File: config.mk
export PLATFORM = sky130hd
export DESIGN_NAME = led_pwm_dimmer_flat
export DESIGN_NICKNAME = d
export VERILOG_FILES = /design/src/rtl/led_pkg.sv /design/src/rtl/led_pwm_dimmer_if.sv /design/src/rtl/led_pwm_chan.sv /design/src/rtl/led_pwm_dimmer.sv /design/src/flat_wrapper.sv
export SDC_FILE = /design/constraint.sdc
export NUM_CORES = 1
export LEC_CHECK = 0
export CORE_ASPECT_RATIO = 1.1
export CORE_MARGIN = 10
export CORE_UTILIZATION = 44
export DETAILED_ROUTE_END_ITERATION = 12
export PLACE_DENSITY = 0.64
export SLEW_MARGIN = 20
export SYNTH_ARGS = -nofsm -noshare
export SYNTH_HDL_FRONTEND = slang
export SYNTH_SLANG_ARGS = --single-unit
export TNS_END_PERCENT = 50
File: constraint.sdc
create_clock -name clk -period 3.8 [get_ports clk]
set_clock_uncertainty 0.2 [all_clocks]
set_input_delay 0.57 -clock clk [delete_from_list [all_inputs] [get_ports clk]]
set_output_delay 0.57 -clock clk [all_outputs]
set_load 0.01 [all_outputs]
File: src/rtl/led_pkg.sv
// Shared types for the LED PWM dimmer: channel modes, breathe direction, address width helper.
// Latency: n/a (declarations only).
// Backpressure: n/a.
package led_pkg;

    typedef enum logic [1:0] {
        LED_OFF     = 2'd0,
        LED_STEADY  = 2'd1,
        LED_BLINK   = 2'd2,
        LED_BREATHE = 2'd3
    } led_mode_e;

    localparam logic DIR_UP   = 1'b0;
    localparam logic DIR_DOWN = 1'b1;

    // Channel address width; a single channel still gets a 1-bit address.
    function automatic int addr_width(input int n);
        return (n > 1) ? $clog2(n) : 1;
    endfunction

endpackage

File: src/rtl/led_pwm_dimmer_if.sv
// Write port and LED outputs of the dimmer, bundled for the control logic.
// Latency: n/a (wiring only).
// Backpressure: none; every write strobe is accepted in its cycle.
interface led_pwm_dimmer_if #(
    parameter int CHANNELS = 3,
    parameter int PWM_BITS = 8
) ();
    localparam int AW = led_pkg::addr_width(CHANNELS);

    logic                wr_en;
    logic [AW-1:0]       wr_addr;
    logic [1:0]          wr_mode;
    logic [PWM_BITS-1:0] wr_level;
    logic                tick;
    logic [CHANNELS-1:0] led_n;

    modport master (
        output wr_en, wr_addr, wr_mode, wr_level,
        input  tick, led_n
    );

    modport slave (
        input  wr_en, wr_addr, wr_mode, wr_level,
        output tick, led_n
    );
endinterface

File: src/rtl/led_pwm_chan.sv
// One LED channel: mode/level/ramp/dir state, duty select and registered active-low PWM output.
// Latency: write -> duty next cycle -> led_n one cycle later; led_n is a flop off pwm_cnt and duty.
// Backpressure: none; a write always wins over a coincident tick for this channel.
module led_pwm_chan
    import led_pkg::*;
#(
    parameter int PWM_BITS = 8
) (
    input  logic                clk,
    input  logic                rst,
    input  logic                tick_evt,
    input  logic                wr_sel,
    input  logic [1:0]          wr_mode,
    input  logic [PWM_BITS-1:0] wr_level,
    input  logic [PWM_BITS-1:0] pwm_cnt,
    output logic                led_n
);

    led_mode_e           mode_q, mode_d;
    logic [PWM_BITS-1:0] level_q, level_d;
    logic [PWM_BITS-1:0] ramp_q, ramp_d;
    logic                dir_q, dir_d;
    logic [PWM_BITS-1:0] duty;

    // Next channel state: a write reloads everything, otherwise a tick advances the ramp.
    always_comb begin
        mode_d  = mode_q;
        level_d = level_q;
        ramp_d  = ramp_q;
        dir_d   = dir_q;
        if (wr_sel) begin
            mode_d  = led_mode_e'(wr_mode);
            level_d = wr_level;
            ramp_d  = '0;
            dir_d   = DIR_UP;
        end else if (tick_evt) begin
            case (mode_q)
                LED_BLINK: ramp_d = ramp_q + PWM_BITS'(1);
                LED_BREATHE: begin
                    // Turning points hold the ramp for one tick while dir flips.
                    if (dir_q == DIR_UP) begin
                        if (ramp_q < level_q) ramp_d = ramp_q + PWM_BITS'(1);
                        else                  dir_d  = DIR_DOWN;
                    end else begin
                        if (ramp_q != '0) ramp_d = ramp_q - PWM_BITS'(1);
                        else              dir_d  = DIR_UP;
                    end
                end
                default: ;
            endcase
        end
    end

    // Effective duty cycle for the current mode.
    always_comb begin
        duty = '0;
        case (mode_q)
            LED_OFF:     duty = '0;
            LED_STEADY:  duty = level_q;
            LED_BLINK:   duty = ramp_q[PWM_BITS-1] ? '0 : level_q;
            LED_BREATHE: duty = ramp_q;
            default:     duty = '0;
        endcase
    end

    // Channel state and registered comparator output (lit while pwm_cnt < duty).
    always_ff @(posedge clk or negedge rst) begin
        if (!rst) begin
            mode_q  <= LED_OFF;
            level_q <= '0;
            ramp_q  <= '0;
            dir_q   <= DIR_UP;
            led_n   <= 1'b1;
        end else begin
            mode_q  <= mode_d;
            level_q <= level_d;
            ramp_q  <= ramp_d;
            dir_q   <= dir_d;
            led_n   <= !(pwm_cnt < duty);
        end
    end

endmodule

File: src/rtl/led_pwm_dimmer.sv
// Multi-channel LED dimmer: shared PWM counter and prescaler, write decode, one led_pwm_chan per LED.
// Latency: led_n lags pwm_cnt/duty by one cycle; a write shows on led_n within two cycles.
// Backpressure: none; writes to addresses >= CHANNELS are dropped silently.
module led_pwm_dimmer
    import led_pkg::*;
#(
    parameter int CHANNELS      = 3,
    parameter int PWM_BITS      = 8,
    parameter int PRESCALE_BITS = 16
) (
    input  logic               clk,
    input  logic               rst,
    led_pwm_dimmer_if.slave    bus
);

    localparam int AW = addr_width(CHANNELS);

    logic [PWM_BITS-1:0]      pwm_cnt;
    logic [PRESCALE_BITS-1:0] prescaler;
    logic                     tick_evt;
    logic                     tick_q;

    // Ramps advance on the edge that leaves the all-ones prescaler value.
    assign tick_evt = &prescaler;
    assign bus.tick = tick_q;

    // Free-running PWM counter, prescaler and the registered tick pulse.
    always_ff @(posedge clk or negedge rst) begin
        if (!rst) begin
            pwm_cnt   <= '0;
            prescaler <= '0;
            tick_q    <= 1'b0;
        end else begin
            pwm_cnt   <= pwm_cnt + PWM_BITS'(1);
            prescaler <= prescaler + PRESCALE_BITS'(1);
            tick_q    <= tick_evt;
        end
    end

    for (genvar i = 0; i < CHANNELS; i++) begin : g_chan
        logic wr_sel;

        // Out-of-range addresses never equal a channel index, so they select nothing.
        assign wr_sel = bus.wr_en && (bus.wr_addr == AW'(i));

        led_pwm_chan #(
            .PWM_BITS (PWM_BITS)
        ) u_chan (
            .clk      (clk),
            .rst      (rst),
            .tick_evt (tick_evt),
            .wr_sel   (wr_sel),
            .wr_mode  (bus.wr_mode),
            .wr_level (bus.wr_level),
            .pwm_cnt  (pwm_cnt),
            .led_n    (bus.led_n[i])
        );
    end

endmodule

File: src/flat_wrapper.sv
// flat-port wrapper written by rule: the top's interface ports become plain ports
module led_pwm_dimmer_flat import led_pkg::*;
#(
    parameter int CHANNELS      = 3,
    parameter int PWM_BITS      = 8,
    parameter int PRESCALE_BITS = 16
)
  (clk, rst, bus_wr_en, bus_wr_addr, bus_wr_mode, bus_wr_level, bus_tick, bus_led_n);
  led_pwm_dimmer_if #(.CHANNELS(CHANNELS), .PWM_BITS(PWM_BITS)) bus_i ();
  input  logic clk;
  input  logic rst;
  input wire logic [$bits(bus_i.wr_en)-1:0] bus_wr_en;
  input wire logic [$bits(bus_i.wr_addr)-1:0] bus_wr_addr;
  input wire logic [$bits(bus_i.wr_mode)-1:0] bus_wr_mode;
  input wire logic [$bits(bus_i.wr_level)-1:0] bus_wr_level;
  output wire logic [$bits(bus_i.tick)-1:0] bus_tick;
  output wire logic [$bits(bus_i.led_n)-1:0] bus_led_n;
  assign bus_i.wr_en = bus_wr_en;
  assign bus_i.wr_addr = bus_wr_addr;
  assign bus_i.wr_mode = bus_wr_mode;
  assign bus_i.wr_level = bus_wr_level;
  assign bus_tick = bus_i.tick;
  assign bus_led_n = bus_i.led_n;
  led_pwm_dimmer #(.CHANNELS(CHANNELS), .PWM_BITS(PWM_BITS), .PRESCALE_BITS(PRESCALE_BITS)) u_core (.clk(clk), .rst(rst), .bus(bus_i));
endmodule
==> impl_metrics.toml, run 1 <==
[global_route]
grt_pass1_wl_um = 21910
grt_remaining_overflow = 0
grt_pass1_vias = 4385
grt_max_degree = 65
track_usage = 0.1514
antenna_found_initial = 0

[clock_tree]
cts_hold_buffers = 0
clockRootBuffer = "clkbuf_16"
post_cts_buffers = 0
cts_tree = "built"
clkTransAtPathRegs_ns = 0.07
htree_levels = 3
cts.path.max_buffers = 2
cts_buffers = 9
cts_sinks = 85
ctsResizeCount = 0
clock_latency_ns = 0.35

[critical_path]
r2r_cells = 7
cp_slowest_stage_delay_ns = 0.56
cp_cell_sequence = "clkdlybuf4s50_1 > nand3b_1 > and3_2 > a211oi_2 > o2111ai_2 > or3_2 > a21oi_1"
arrival_ns = 3.01
reg2reg_to = "u_core.g_chan[2].u_chan.ramp_q[7]"
crit_type = "input port to flip-flop"
worst-path-max-fanout = 13
cp_slowest_cell = "or3_2"
crit_required_ns = 3.88
startpoint_type = "input port"
crit_start = "bus_wr_addr[0]"
regToRegStartpoint = "u_core.prescaler[0]"
crit_path_end_kind = "flip-flop"
r2r_slack_ns = 1.03

[sta]
slew-limit-headroom = 0.3812
fin_crit_ns = 2.924
hold_slack_ns = 0.1176
worstMarginPinSlew_ns = 0.9211
maxSlewViolCount = 0
fmax_mhz = 342.0
grt_setup_unrepaired = "false"
tns_ns = 0
finalCritPeriodShare = 0.7695
setup_violations = 0
finalHoldViolCount = 0

[floorplan]
die_w_um = 127.3
die-height_um = 138.0
start_util = 0.4463
rows = 43
coreArea_um2 = 12480
dieArea_um2 = 17570
ios = 19

[placed_design]
gp_congestion = 0.8519
dp.final_hpwl_um = 9803
port-buffer-count = 18

[power]
power.internal_uw = 1627
p_comb_frac = 0.179
pwr-share-seq = 0.449
p_switching_uw = 716.7
p_per_area_nw_per_um2 = 381.5
peakVddDrop_uv = 227.7
p_total_uw = 2344
clockPowerShare = 0.372
switching_share = 0.3058
cellLeakagePower_uw = 0.002756

[logic_synthesis]
synth_edf_count = 0
synthesis.area_um2 = 5570
synthFlopType = "dfrtp_1"
seq_area_frac_synth = 0.3825
syn-num-nets = 676
ys_seq_elements = 85
async_flop_share = 1.000
yosys.area.top_type_share = 0.3684
yosysWarnings = 0
yosys-top-cells-area = "dfrtp_1 (37%), ha_1 (13%), nand2_1 (5.2%)"
synth_cells = 605
synth_area_leader_cell = "dfrtp_1"
syn_area_per_cell_um2 = 9.207
netlist-cell-type-count = 67

[run]
maxCapViolCount = 0

[drt]
via_per_inst = 5.950
post_drt_wl_per_cell_um = 17.20
num_vias = 4617
drt_pass1_iterations = 5
wirelength_um = 13340
drcViolationCount = 0
ant_nets = 0
drt_iter0_drc = 336

[layout]
nFillCells = 1232
finish.utilization = 0.4923
drive_gt1_frac = 0.07754
nets = 685
antenna_cells = 0
area_growth_pct = 10.31

[outcome]
outcome = "completed"

[worst_hold_path]
hp-class = "input port to async pin"
[layout by cell type, fill, tap and decap left out, drive strengths merged, types with 8 or more instances in the layout]
master / count
dfrtp: 82
nand2: 78
ha: 56
o21ai: 46
inv: 41
a21oi: 32
nand3: 22
a22oi: 18
clkdlybuf4s50: 17
nor2: 17
xnor2: 16
nand4: 12
nor3: 11
or3: 11
or4: 9
clkbuf: 9
a22o: 8
xor2: 8
nand2b: 8
buf: 8
[stage by stage]
step | instances | setup WS [ns] | cell area, um^2
floorplan | 605 | 1.343 | 5570
global placement | 760 | 0.6688 | 5856
detailed placement | 760 | 0.5398 | 5856
CTS | 776 | 0.8993 | 6145
global route | 776 | 0.7441 | 6145
finish | 776 | 0.8759 | 6145
[final cells by class]
class                   instances  area (um^2)  share of cell area
clock buffers                   9        225.2             0.03665
clock inverters                 7        63.81             0.01038
inverters                      36        135.1             0.02199
multi-input cells             457         3163              0.5148
flip-flops and latches         85         2131              0.3468
well taps                     157        196.4             0.03197
repair buffers                 25        230.2             0.03747
[critical path: cells and delay by family]
family,cells,cell delay [ns]
AOI/OAI and AO/OA,3,0.73
buffers and inverters,1,0.48
and+or+nand+nor,3,1.22
[Yosys cell counts, types with 6 or more instances]
cell	instances
dfrtp_1	82
nand2_1	77
ha_1	56
o21ai_0	46
inv_1	36
a21oi_1	32
nand3_1	22
a22oi_1	18
nor2_1	16
xnor2_1	16
clkbuf_1	15
nand4_1	11
nor3_1	11
or3_1	9
or4_1	9
a22o_1	8
nand2b_1	8
xor2_1	8
a21o_1	7
a31oi_1	6
and3_1	6
mux2i_1	6
o21a_1	6
o31ai_1	6
or2_2	6
[worst max path at each step]
stage | to | slack [ns] | cells past startpoint
finish | u_core.g_chan[2].u_chan.ramp_q[7] | 0.88 | 7
global route | u_core.g_chan[2].u_chan.ramp_q[7] | 0.74 | 7
CTS | u_core.g_chan[2].u_chan.ramp_q[7] | 0.90 | 7
detailed placement | u_core.g_chan[2].u_chan.ramp_q[7] | 0.54 | 7
global placement | u_core.g_chan[2].u_chan.ramp_q[7] | 0.67 | 7
floorplan | u_core.g_chan[1].u_chan.ramp_q[4] | 1.34 | 6
[layer usage]
metal	share of wire	wire length, um	up-vias	global-route usage
met5	0	0	-	0
li1	-	-	2237	-
met3	0.045	597	24	0.03901
met1	0.46	6146	2267	0.1955
met2	0.47	6257	89	0.2346
met4	0.026	343	0	0.05939
[power groups by stage]
stage,clock network (uW),registers [uW],logic [uW]
floorplan,0,1030,320
global route,928,1060,483
detailed placement,0,1070,422
finish,872,1050,420
CTS,890,1050,425
global placement,0,1060,407
[state kept, by name (all words and copies together), names as in the netlist]
name and flops:
u_core.bus.tick 1, u_core.g_chan.u_chan.dir_q 3, u_core.g_chan.u_chan.led_n 3, u_core.g_chan.u_chan.level_q 24, u_core.g_chan.u_chan.mode_q 6, u_core.g_chan.u_chan.ramp_q 24
u_core.prescaler 16, u_core.pwm_cnt 8
[cells by family after synthesis]
family	after synthesis	share of synthesized area
multiplexers	10	0.01887
AND/OR/NAND/NOR	204	0.1898
flip-flops	85	0.3825
AO/OA/AOI/OAI	163	0.1947
adder cells (fa/ha/maj)	56	0.1258
buffers and inverters	63	0.05054
XOR/XNOR	24	0.03774
No activity file was read; power rests on OpenSTA's default activity.
==> run 2, diff against run 1 <==
--- a/config.mk
+++ b/config.mk
@@ -9,7 +9,7 @@
 export CORE_MARGIN = 10
 export CORE_UTILIZATION = 44
 export DETAILED_ROUTE_END_ITERATION = 12
-export PLACE_DENSITY = 0.64
+export PLACE_DENSITY = 0.66
 export SLEW_MARGIN = 20
 export SYNTH_ARGS = -nofsm -noshare
 export SYNTH_HDL_FRONTEND = slang
==> constraint.sdc (replaced) <==
create_clock -name clk -period 2.4 [get_ports clk]
set_clock_uncertainty 0.2 [all_clocks]
set_input_delay 0.36 -clock clk [delete_from_list [all_inputs] [get_ports clk]]
set_output_delay 0.36 -clock clk [all_outputs]
set_load 0.01 [all_outputs]
==> run 2 against run 1 <==
Sequential power is 56% higher; critical path depth is 1 higher; clock power is 72% higher; sequential share of layout area is 5.0 points lower; power is 71% higher; clock-buffer cell count stayed put; hold slack better by 0.10 ns; via count is 8.6% higher; final area is 17% higher; first-iteration DRC count is 1.5% higher; die area stayed put; critical path type is now flip-flop to flip-flop; critical endpoint is now u_core.g_chan[2].u_chan.ramp_q[6]; largest cell class unchanged; largest power group unchanged; highest routed layer unchanged.
==> impl_metrics.toml, run 2 (same netlist as run 1, synthesis figures left out) <==
[outcome]
outcome = "completed"

[placed_design]
dp_slack_ns = -0.2027
gp_congestion = 0.8816
dp_cells = 838
port-buffer-count = 18
dp.final_hpwl_um = 11130

[sta]
tns_ns = 0
worstMarginPinSlew_ns = 0.4015
maxSlewViolCount = 0
grt_setup_unrepaired = "true"
finalCritPeriodShare = 0.9869
fin_crit_ns = 2.369
slew-limit-headroom = 0.7312
fmax_mhz = 422.2
setup_violations = 0
finalHoldViolCount = 0
fin_ws_ns = 0.03134

[layout]
nets = 779
top_regs = "u_core.g_chan.u_chan.level_q: 24 flops, u_core.g_chan.u_chan.ramp_q: 24 flops, u_core.prescaler: 16 flops"
final_common_cell = "buf_4"
antenna_cells = 0
stdcell_count = 869
final_cell_mix = "buf_4 (96), dfrtp_1 (77), nand2_1 (75)"
drive_gt1_frac = 0.2640
area_growth_pct = 29.07

[floorplan]
ios = 19
die_w_um = 127.3
rows = 43
dieArea_um2 = 17570
coreArea_um2 = 12480
die-height_um = 138.0
start_util = 0.4463

[drt]
ant_nets = 0
num_vias = 5012
drt_pass1_iterations = 5
wirelength_um = 15210
drcViolationCount = 0
post_drt_wl_per_cell_um = 17.50
via_per_inst = 5.768
drt_iter0_drc = 341

[clock_tree]
clock_latency_ns = 0.35
cts.path.max_buffers = 2
htree_levels = 3
cts_tree = "built"
cts_sinks = 85
clkTransAtPathRegs_ns = 0.07
cts_buffers = 9
clockRootBuffer = "clkbuf_16"

[global_route]
grt_max_degree = 48
track_usage = 0.1701
grt_pass1_wl_um = 24950
grt_remaining_overflow = 0
antenna_found_initial = 0
grt_pass1_vias = 5066

[critical_path]
cp_cell_sequence = "ha_2 > nand2_2 > or3_4 > a211oi_4 > o2111ai_4 > buf_6 > or3_4 > a21oi_2"
startpoint_type = "flip-flop"
regToRegStartpoint = "u_core.prescaler[1]"
crit_type = "flip-flop to flip-flop"
crit_start = "u_core.prescaler[1]"
cp_slowest_cell = "or3_4"
crit_path_end_kind = "flip-flop"
worst-path-max-fanout = 8
crit_required_ns = 2.48
crit_top_cell = "or3_4"
arrival_ns = 2.45
cp_slowest_stage_delay_ns = 0.44

[power]
cellLeakagePower_uw = 0.003271
peakVddDrop_uv = 449.1
p_per_area_nw_per_um2 = 557.9
p_total_uw = 4011

[worst_hold_path]
hp-class = "input port to async pin"

[run]
maxCapViolCount = 0
[run 2: cell count changes in the layout (fill, tap and decap cells not counted), moves of 5 or more]
cell,delta
buf_4,+88
a21oi_1,-8
a21oi_2,+8
o21ai_0,-7
o21ai_1,+6
or4_1,-6
or4_4,+6
dfrtp_1,-5
dfrtp_2,+5
ha_1,-5
[run 2: per-stage QoR]
stage          utilization  hold slack [ns]  area (um^2)
2_1_floorplan            -          -0.1356         5593
3_3_place_gp        0.5187          0.04546         6475
3_5_place_dp        0.5187          0.05017         6475
4_1_cts             0.5560           0.2158         6940
5_1_grt             0.5760           0.2386         7189
6_report            0.5760           0.2196         7189
[run 2: final timing paths]
check / end / slack (ns) / cells after the start
hold reg to reg: u_core.prescaler[9] / 0.27 / 1
min in group clk: u_core.prescaler[9] / 0.27 / 1
max in group asynchronous: u_core.g_chan[1].u_chan.ramp_q[4] / 1.16 / 3
setup reg to reg: u_core.g_chan[2].u_chan.ramp_q[6] / 0.03 / 8
hold / removal: u_core.prescaler[0] / 0.22 / 2
setup / recovery: u_core.g_chan[2].u_chan.ramp_q[6] / 0.03 / 8
[run 2: worst max-delay path: cells and delay by family (launching register included)]
family / cells / cell delay [ns]
and+or+nand+nor: 3 / 0.82
AOI/OAI and AO/OA: 3 / 0.55
DFF: 1 / 0.36
adders and majority gates: 1 / 0.19
buffers and inverters: 1 / 0.18
[run 2: report_power, final]
group / internal, uW / switching (uW) / total [uW]
Sequential: 1560 / 87.8 / 1640
Combinational: 409 / 456 / 865
Clock: 906 / 596 / 1500
[run 2: what timing repair did]
action	in CTS	in global routing
pin swaps	9	26
setup buffers	4	12
hold buffers	1	0
gates cloned	0	0
gates resized for setup	19	46
hold endpoints to repair	23	0
setup endpoints to repair	13	26
[run 2: final cells by class]
cell class / count / area [um^2]
clock buffer: 9 / 225.2
sequential: 85 / 2137
tap: 157 / 196.4
multi-input combinational: 457 / 3441
clock inverter: 6 / 88.84
timing repair buffer: 119 / 965.9
inverter: 36 / 135.1
fill: 1105 / 5293
[run 2: layer usage]
metal	track usage	up-vias	wire length, um
li1	-	2423	-
met1	0.2119	2467	6744
met2	0.2806	95	7643
met3	0.03442	27	453
met4	0.06479	0	363
met5	0	-	0
==> run 3, diff against run 2 <==
--- a/config.mk
+++ b/config.mk
@@ -5,6 +5,7 @@
 export SDC_FILE = /design/constraint.sdc
 export NUM_CORES = 1
 export LEC_CHECK = 0
+export CAP_MARGIN = 20
 export CORE_ASPECT_RATIO = 1.1
 export CORE_MARGIN = 10
 export CORE_UTILIZATION = 44
==> constraint.sdc (replaced) <==
create_clock -name clk -period 2 [get_ports clk]
set_clock_uncertainty 0.2 [all_clocks]
set_input_delay 0.3 -clock clk [delete_from_list [all_inputs] [get_ports clk]]
set_output_delay 0.3 -clock clk [all_outputs]
set_load 0.01 [all_outputs]
==> run 3 against run 2 <==
The flow now finishes with violations (negative setup slack); final area increased by 11%; fmax shrank 0.70%; routed wire length grew 4.4%; global-route usage up 0.74 points; clock power grew 11%; critical path type unchanged.
==> impl_metrics.toml, run 3 (same netlist as run 1, synthesis figures left out) <==
[outcome]
outcome = "finished with violations"
violations = "negative setup slack"

[layout]
area_growth_pct = 42.99
antenna_cells = 0
multiInputGateArea_um2 = 3568
top_regs = "u_core.g_chan.u_chan.level_q: 24 flops, u_core.g_chan.u_chan.ramp_q: 24 flops, u_core.prescaler: 16 flops"
drive_gt1_frac = 0.3709
final_cell_mix = "buf_4 (176), dfrtp_1 (78), nand2_1 (73)"
regArea_um2 = 2136
final_common_cell = "buf_4"
nets = 864
finish.utilization = 0.6381
nFillCells = 969

[critical_path]
path_buf_inv = 1
crit_type = "flip-flop to flip-flop"
worst-path-max-fanout = 4
startpoint_type = "flip-flop"
cp_slowest_cell = "or4_4"
crit_path_end_kind = "flip-flop"
crit_required_ns = 2.08
arrival_ns = 2.46
cp_slowest_stage_delay_ns = 0.52
cp_top_family = "compound AO/OA/AOI/OAI gates"
cp_cell_sequence = "inv_2 > ha_4 > a2111oi_4 > nor4_2 > o311a_4 > or4_4 > a21oi_2"

[drt]
drcViolationCount = 0
routed-wl-met2_um = 8246
num_vias = 5327
m1WireLength_um = 6733
post_drt_wl_per_cell_um = 16.62
wl_met3_um = 456
top_layer = "met4"
drt_pass1_iterations = 5
via_per_inst = 5.578
drt_iter0_drc = 364
wirelength_um = 15870
ant_nets = 0

[placed_design]
dp.final_hpwl_um = 11780
gp_congestion = 0.8997
port-buffer-count = 18

[global_route]
grt_pass1_vias = 5550
grt_remaining_overflow = 0
grt_max_degree = 41
grt_pass1_wl_um = 26280
track_usage = 0.1775
antenna_found_initial = 0

[floorplan]
ios = 19
dieArea_um2 = 17570
die_w_um = 127.3
start_util = 0.4463
coreArea_um2 = 12480
die-height_um = 138.0
rows = 43

[sta]
finalCritPeriodShare = 1.193
finalHoldViolCount = 0
grt_setup_unrepaired = "true"
fin_ws_ns = -0.3853
fin_crit_ns = 2.385
setup_violations = 29
maxSlewViolCount = 0
slew-limit-headroom = 0.6970
worstMarginPinSlew_ns = 0.4546
fmax_mhz = 419.2

[clock_tree]
cts.path.max_buffers = 2
htree_levels = 3
cts_sinks = 85
cts_buffers = 9
clockRootBuffer = "clkbuf_16"
clock_latency_ns = 0.35
clkTransAtPathRegs_ns = 0.07
cts_tree = "built"

[power]
peakVddDrop_uv = 442.7
p_per_area_nw_per_um2 = 622.8
cellLeakagePower_uw = 0.003754
p_total_uw = 4961

[run]
maxCapViolCount = 0

[worst_hold_path]
hp-class = "input port to async pin"
run 3: cell types whose count changed in the layout (fill, tap and decap cells not counted), moves of 3 or more:
| cell | delta |
|---|---|
| a21oi_1 | -5 |
| buf_6 | +3 |
| nor3_1 | -5 |
| buf_4 | +80 |
| nor3_2 | +3 |
| a21oi_2 | +5 |
| ha_1 | -3 |
run 3: worst reg2reg max path, delay by kind of cell, from the launching register on:
family	cells	cell delay, ns
AND/OR/NAND/NOR	2	0.62
buffers and inverters	1	0.08
flip-flops	1	0.39
adder cells (fa/ha/maj)	1	0.21
AO/OA/AOI/OAI	3	0.81
run 3: cell type report:
class | instances | area share
clock buffers | 9 | 0.02828
clock inverters | 7 | 0.008011
multi-input cells | 457 | 0.4480
well taps | 157 | 0.02466
repair buffers | 204 | 0.2059
inverters | 36 | 0.01697
flip-flops and latches | 85 | 0.2681
run 3: power by group:
group          switching, uW  internal, uW
Clock                    796           871
Sequential              87.6          1870
Combinational            642           698
run 3: final timing paths:
kind                                                     from                            endpoint  slack (ns)  cells past startpoint
setup / recovery           u_core.g_chan[1].u_chan.level_q[1]   u_core.g_chan[1].u_chan.ramp_q[4]       -0.39                      7
hold / removal                                            rst  u_core.g_chan[2].u_chan.level_q[6]        0.25                      2
setup reg to reg           u_core.g_chan[1].u_chan.level_q[1]   u_core.g_chan[1].u_chan.ramp_q[4]       -0.39                      7
hold reg to reg                           u_core.prescaler[1]                 u_core.prescaler[1]        0.34                      1
max in group asynchronous                                 rst   u_core.g_chan[0].u_chan.ramp_q[1]        0.76                      3
min in group clk                          u_core.prescaler[1]                 u_core.prescaler[1]        0.34                      1
run 3: per-stage QoR:
stage / setup slack (ns) / instances / cell area [um^2] / hold slack (ns) / setup TNS [ns]
global route: -0.4548 / 955 / 7965 / 0.2862 / -9.718
finish: -0.3853 / 955 / 7965 / 0.2469 / -6.748
global placement: -0.4591 / 923 / 7267 / 0.08096 / -7.519
floorplan: -0.3599 / 605 / 5743 / -0.1956 / -4.188
CTS: -0.4185 / 947 / 7789 / 0.2703 / -6.752
detailed placement: -0.5191 / 923 / 7267 / 0.08646 / -9.250
run 3: what timing repair did:
item                       4_1_cts  5_1_grt
resized for setup               40       33
setup endpoints to repair       30       30
setup buffers                    7        9
hold endpoints to repair        27        0
hold buffers                     1        0
pin swaps                        9       15
cloned                           0        0
run 3: metal layers:
layer,track usage,vias to the layer above
li1,-,2581
met1,0.2089,2616
met2,0.3123,97
met3,0.02906,33
met4,0.06719,0
met5,0,-
